$ cat src/rtl/ins_encoder_r32i.sv
// RV32I instruction encoder: packs field bundles into instruction words
// and streams them out with an auto-incrementing RAM byte address.
module ins_encoder_r32i #(
    parameter int dataW     = 32,
    parameter int ADDR_W    = 12,
    parameter int BASE_ADDR = 0
) (
    input  logic              clk,
    input  logic              nReset,
    input  logic              restart,
    input  logic              in_valid,
    output logic              in_ready,
    input  logic [3:0]        ins_class,
    input  logic [4:0]        rd,
    input  logic [4:0]        rs1,
    input  logic [4:0]        rs2,
    input  logic [2:0]        funct3,
    input  logic              alt,
    input  logic [dataW-1:0]  imm,
    output logic              out_valid,
    input  logic              out_ready,
    output logic [dataW-1:0]  out_word,
    output logic [ADDR_W-1:0] out_addr,
    output logic              err_valid,
    output logic [1:0]        err_code,
    output logic              wrapped
);

    typedef struct packed {
        logic [3:0]       insClass;
        logic [4:0]       rd;
        logic [4:0]       rs1;
        logic [4:0]       rs2;
        logic [2:0]       funct3;
        logic             alt;
        logic [dataW-1:0] imm;
    } fields_t;

    localparam logic [ADDR_W-1:0] baseAddr = ADDR_W'(BASE_ADDR);

    localparam logic [3:0] clOppi   = 4'd0;
    localparam logic [3:0] clOppr   = 4'd1;
    localparam logic [3:0] clLui    = 4'd2;
    localparam logic [3:0] clAuipc  = 4'd3;
    localparam logic [3:0] clJal    = 4'd4;
    localparam logic [3:0] clJalr   = 4'd5;
    localparam logic [3:0] clBranch = 4'd6;
    localparam logic [3:0] clLoad   = 4'd7;
    localparam logic [3:0] clStore  = 4'd8;

    localparam logic [6:0] opOppi   = 7'b0010011;
    localparam logic [6:0] opOppr   = 7'b0110011;
    localparam logic [6:0] opLui    = 7'b0110111;
    localparam logic [6:0] opAuipc  = 7'b0010111;
    localparam logic [6:0] opJal    = 7'b1101111;
    localparam logic [6:0] opJalr   = 7'b1100111;
    localparam logic [6:0] opBranch = 7'b1100011;
    localparam logic [6:0] opLoad   = 7'b0000011;
    localparam logic [6:0] opStore  = 7'b0100011;

    localparam logic [1:0] errClass = 2'd0;
    localparam logic [1:0] errRange = 2'd1;
    localparam logic [1:0] errAlign = 2'd2;
    localparam logic [1:0] errULow  = 2'd3;

    fields_t          s1Q;
    logic             s1Valid;
    logic             s1Adv;
    logic             accept;
    logic             xfer;
    logic [dataW-1:0] encWord;
    logic             encBad;
    logic [1:0]       encCode;
    logic             iFits;
    logic             bFits;
    logic             jFits;
    logic             shFits;

    assign s1Adv    = !out_valid || out_ready;
    assign in_ready = nReset && (!s1Valid || s1Adv);
    assign accept   = in_valid && in_ready;
    assign xfer     = out_valid && out_ready;

    // Signed-range fits: all bits above the field's sign bit must match it.
    assign iFits  = (&s1Q.imm[dataW-1:11]) || !(|s1Q.imm[dataW-1:11]);
    assign bFits  = (&s1Q.imm[dataW-1:12]) || !(|s1Q.imm[dataW-1:12]);
    assign jFits  = (&s1Q.imm[dataW-1:20]) || !(|s1Q.imm[dataW-1:20]);
    assign shFits = !(|s1Q.imm[dataW-1:5]);

    // Stage 1: capture the field bundle on handshake, drain when S2 takes it.
    always_ff @(posedge clk) begin
        if (!nReset) begin
            s1Valid <= 1'b0;
        end else if (restart) begin
            s1Valid <= 1'b0;
        end else if (accept) begin
            s1Valid <= 1'b1;
            s1Q     <= '{insClass: ins_class, rd: rd, rs1: rs1, rs2: rs2,
                         funct3: funct3, alt: alt, imm: imm};
        end else if (s1Adv) begin
            s1Valid <= 1'b0;
        end
    end

    // Encode the S1 bundle and classify it; U beats alignment beats range.
    always_comb begin
        encWord = '0;
        encBad  = 1'b0;
        encCode = errClass;
        unique case (s1Q.insClass)
            clOppi: begin
                if (s1Q.funct3[1:0] == 2'b01) begin
                    encWord = {1'b0, s1Q.alt & s1Q.funct3[2], 5'b0,
                               s1Q.imm[4:0], s1Q.rs1, s1Q.funct3,
                               s1Q.rd, opOppi};
                    if (!shFits) {encBad, encCode} = {1'b1, errRange};
                end else begin
                    encWord = {s1Q.imm[11:0], s1Q.rs1, s1Q.funct3,
                               s1Q.rd, opOppi};
                    if (!iFits) {encBad, encCode} = {1'b1, errRange};
                end
            end
            clOppr: begin
                encWord = {1'b0, s1Q.alt, 5'b0, s1Q.rs2, s1Q.rs1,
                           s1Q.funct3, s1Q.rd, opOppr};
            end
            clLui: begin
                encWord = {s1Q.imm[31:12], s1Q.rd, opLui};
                if (|s1Q.imm[11:0]) {encBad, encCode} = {1'b1, errULow};
            end
            clAuipc: begin
                encWord = {s1Q.imm[31:12], s1Q.rd, opAuipc};
                if (|s1Q.imm[11:0]) {encBad, encCode} = {1'b1, errULow};
            end
            clJal: begin
                encWord = {s1Q.imm[20], s1Q.imm[10:1], s1Q.imm[11],
                           s1Q.imm[19:12], s1Q.rd, opJal};
                if (s1Q.imm[0]) {encBad, encCode} = {1'b1, errAlign};
                else if (!jFits) {encBad, encCode} = {1'b1, errRange};
            end
            clJalr: begin
                encWord = {s1Q.imm[11:0], s1Q.rs1, 3'b000, s1Q.rd, opJalr};
                if (!iFits) {encBad, encCode} = {1'b1, errRange};
            end
            clBranch: begin
                encWord = {s1Q.imm[12], s1Q.imm[10:5], s1Q.rs2, s1Q.rs1,
                           s1Q.funct3, s1Q.imm[4:1], s1Q.imm[11], opBranch};
                if (s1Q.imm[0]) {encBad, encCode} = {1'b1, errAlign};
                else if (!bFits) {encBad, encCode} = {1'b1, errRange};
            end
            clLoad: begin
                encWord = {s1Q.imm[11:0], s1Q.rs1, s1Q.funct3,
                           s1Q.rd, opLoad};
                if (!iFits) {encBad, encCode} = {1'b1, errRange};
            end
            clStore: begin
                encWord = {s1Q.imm[11:5], s1Q.rs2, s1Q.rs1, s1Q.funct3,
                           s1Q.imm[4:0], opStore};
                if (!iFits) {encBad, encCode} = {1'b1, errRange};
            end
            default: begin
                encBad  = 1'b1;
                encCode = errClass;
            end
        endcase
    end

    // Stage 2: register good words for output, pulse the error flag for bad ones.
    always_ff @(posedge clk) begin
        if (!nReset) begin
            out_valid <= 1'b0;
            out_word  <= '0;
            err_valid <= 1'b0;
            err_code  <= errClass;
        end else if (restart) begin
            out_valid <= 1'b0;
            err_valid <= 1'b0;
        end else begin
            err_valid <= 1'b0;
            if (s1Adv) begin
                out_valid <= s1Valid && !encBad;
                if (s1Valid && !encBad) out_word <= encWord;
                if (s1Valid && encBad) begin
                    err_valid <= 1'b1;
                    err_code  <= encCode;
                end
            end
        end
    end

    // Write address: advance on each accepted word, flag the first wrap.
    always_ff @(posedge clk) begin
        if (!nReset || restart) begin
            out_addr <= baseAddr;
            wrapped  <= 1'b0;
        end else if (xfer) begin
            out_addr <= out_addr + ADDR_W'(4);
            if (&out_addr[ADDR_W-1:2]) wrapped <= 1'b1;
        end
    end

endmodule
$ cat config.mk
export PLATFORM = sky130hd
export DESIGN_NAME = ins_encoder_r32i
export DESIGN_NICKNAME = d
export VERILOG_FILES = /design/src/rtl/ins_encoder_r32i.sv
export SDC_FILE = /design/constraint.sdc
export NUM_CORES = 1
export LEC_CHECK = 0
export BUFFER_PORTS_ARGS = -buffer_cell sky130_fd_sc_hd__buf_2
export CAP_MARGIN = 10
export CORE_ASPECT_RATIO = 1.4
export CORE_MARGIN = 2
export CORE_UTILIZATION = 50
export CTS_BUF_LIST = sky130_fd_sc_hd__clkbuf_16
export DETAILED_ROUTE_END_ITERATION = 10
export GPL_TIMING_DRIVEN = 0
export PLACE_DENSITY = 0.75
export SLEW_MARGIN = 25
export SYNTH_ARGS = -nofsm -noshare
export SYNTH_HDL_FRONTEND = slang
export SYNTH_SLANG_ARGS = --single-unit
$ cat constraint.sdc
create_clock -name clk -period 7.4 [get_ports clk]
set_input_delay 1.11 -clock clk [delete_from_list [all_inputs] [get_ports clk]]
set_output_delay 1.11 -clock clk [all_outputs]
set_load 0.02 [all_outputs]
==> out/summary.txt <==
status: finished, final reports clean
warnings from Yosys: 0
starting density of the core: 51.0%
Unique masters post-synth: 58
Adder-Cell Fraction of Synth Area: 0.273%
die area: 9960 um2
Placed Cells incl. Taps: 633
port bufs: 107
die width: 84.9 um
postcts setup bufs: 0
worst setup margin: 3.85 ns
cell area power density: 206 nW/um2
Hold/Removal Path Class: reg2reg
Post-layout nets: 598
LEAKAGE: 2.11 nW
root buf cell: clkbuf_16
core area: 8980 um2
Hold Vio Cnt, Final: 0
total CTS buffers: 9
RSZ-0062 raised after global routing: no
initial antenna violation count: 0
max-slew violations: 0
max_slew headroom: 54.5%
routed vias/inst: 5.91
Mapped Area: 4580 um2
DP HPWL: 9040 um
final WL: 11600 um
Top Ports: 110
Std-Cell Rows: 41
total track usage: 23.7%
Remaining Overflow, GRT: 0
Synth Flop Type: edfxtp_1
xor and xnor area share after synthesis: 2.10%
MaxCap Viol Count: 0
DRC Markers: 0
post-synthesis compound-gate area fraction: 20.4%
largest family of logic cells by synthesized area: compound AO/OA/AOI/OAI gates
worst hold slack: 0.462 ns
Worst-Skew Late Latency: 0.34 ns
crit path time final: 3.55 ns
crit start category: primary input
fin crit share: 48.0%
ANT nets after route: 0
Seq cells post-synth: 102
sequential area share after synthesis: 56.6%
routed vias: 3827
htree depth: 3
vias in the first global route: 3712
Critical Path RT: 6.29 ns
Final Non-Filler Cells: 648
Cells after Synth: 415
DR pass1 iterations: 5
clock tree from TritonCTS: built
GP Congestion: 0.839
crit path DAT: 2.44 ns
Area Growth Syn to Fin: 21.4%
fraction of synthesized area in multiplexers: 3.50%
first-pass GRT wire length: 18100 um
Max FO, Critical Path: 10
Final TNS setup: 0 ns
CTS Hold Buffers Added: 0
routed len/inst: 17.9 um
CTS max path bufs: 2
pin count of the biggest net entering global routing: 18
Final setup viols: 0
Die Y-Extent: 117 um
Initial DRC Count: 239
Crit Path Class: in2out
Post-Synth Simple-Gate Area: 13.4%
Post-synth EDFFs: 55
Mean Syn Cell Area: 11.0 um2
dpl ws: 3.85 ns
share of cells above drive strength 1: 28.5%
Worst-Margin Slew: 0.681 ns
post-CTS sizing: 0
crit end category: primary output
Filler cells: 775
Post-synth ARST share: 0%
Fmax achieved: 281 MHz
clk_skew: 0.00800 ns
Diodes inserted: 0
clock-pin slew of the registers on the worst-case setup and hold paths: 0.06 ns
# clock sinks: 102
peak supply drop: 0.190 mV
==> critical path, stage by stage <==
cell      delay, ns
buf_2          0.13
inv_1          0.08
clkbuf_1       0.40
buf_1          0.45
a21oi_1        0.09
buf_2          0.18
==> synthesized netlist by cell type, drive strengths merged (4+ instances only) <==
cell type / number / share of area (%)
edfxtp: 55 / 36
a21oi: 48 / 5.2
dfxtp: 47 / 21
a211oi: 29 / 4.8
nor2: 22 / 1.9
nand2: 21 / 1.7
buf: 16 / 1.9
mux2i: 16 / 3.5
clkbuf: 15 / 1.2
nor3: 15 / 1.6
a22oi: 14 / 2.3
a221oi: 9 / 1.7
nor2b: 9 / 1.2
o21ai: 9 / 1.1
nor4: 8 / 1.8
xor2: 8 / 1.5
nand2b: 7 / 0.96
nand3: 7 / 0.87
nand4: 6 / 0.82
inv: 5 / 0.41
o22ai: 4 / 0.55
==> layout make-up <==
cell class                 instances  area (um2)  share of cell area (%)
sequential                       102        2590                    46.6
buffer                            31         143                    2.57
clock buffer                       9         225                    4.05
multi-input combinational        277        1840                    33.1
tap                              107         134                    2.41
clock inverter                     6        30.0                   0.540
timing repair buffer             110         573                    10.3
inverter                           6        23.8                   0.428
==> final timing paths <==
kind | slack (ns) | depth (start not counted) | start | end
worst min register to register | 0.46 | 2 | out_word[6]$_SDFFE_PN0P_ | out_word[6]$_SDFFE_PN0P_
worst min-delay path | 0.46 | 2 | out_word[6]$_SDFFE_PN0P_ | out_word[6]$_SDFFE_PN0P_
worst max register to register | 4.97 | 6 | s1Q[54]$_DFFE_PP_ | out_word[30]$_SDFFE_PN0P_
worst max-delay path | 3.85 | 6 | nReset | in_ready
==> flip-flops by register name, indices dropped and copies added (netlist names) <==
signal and cells:
out_valid 1, s1Valid 1, wrapped 1, s1Q 55
err_code 2, err_valid 1, out_addr 10, out_word 31
==> routing by layer <==
metal / global-route usage (%) / up-vias / routed length, um
met1: 27.3 / 1817 / 4620
met5: 0 / - / 0
met4: 12.0 / 0 / 424
met2: 42.5 / 140 / 6020
met3: 4.00 / 25 / 523
li1: - / 1845 / -
==> report_power, final <==
part	internal [W]	switching, W	total (W)	leakage [nW]
sequential	0.000616	0.0000159	0.000632	0.884
clock	0.000223	0.000191	0.000413	0.138
combinational	0.0000402	0.0000603	0.000101	1.09
==> cells in the final DEF (no fill, tap or decap), drive strengths merged, types with 3 or more instances in the layout <==
cell,instances
a211oi,29
a21oi,48
a221oi,9
a22oi,14
a31oi,3
and3,3
buf,126
clkbuf,24
clkinv,3
dfxtp,47
edfxtp,55
inv,9
mux2i,16
nand2,21
nand2b,7
nand3,7
nand4,6
nor2,22
nor2b,9
nor3,15
nor3b,3
nor4,8
o21ai,9
o22ai,4
or3,3
or4,3
xnor2,3
xor2,8
==> metrics by stage <==
step | power [W] | utilization [%] | instance area (um2)
after floorplan | 0.000700 | - | 4590
after global placement | 0.000740 | 58.5 | 5260
after detailed placement | 0.000743 | 59.1 | 5310
after CTS | 0.00115 | 61.9 | 5560
after global routing | 0.00119 | 61.9 | 5560
final | 0.00115 | 61.9 | 5560
==> cells by family after synthesis <==
group                      count (synthesis)
AOI/OAI and AO/OA                        135
and+or+nand+nor                          112
DFF                                      102
buffers and inverters                     37
muxes                                     16
xor gates and xnor gates                  11
adders and majority gates                  1
other                                      1
Note: power is estimated with default switching activity, not from simulation.
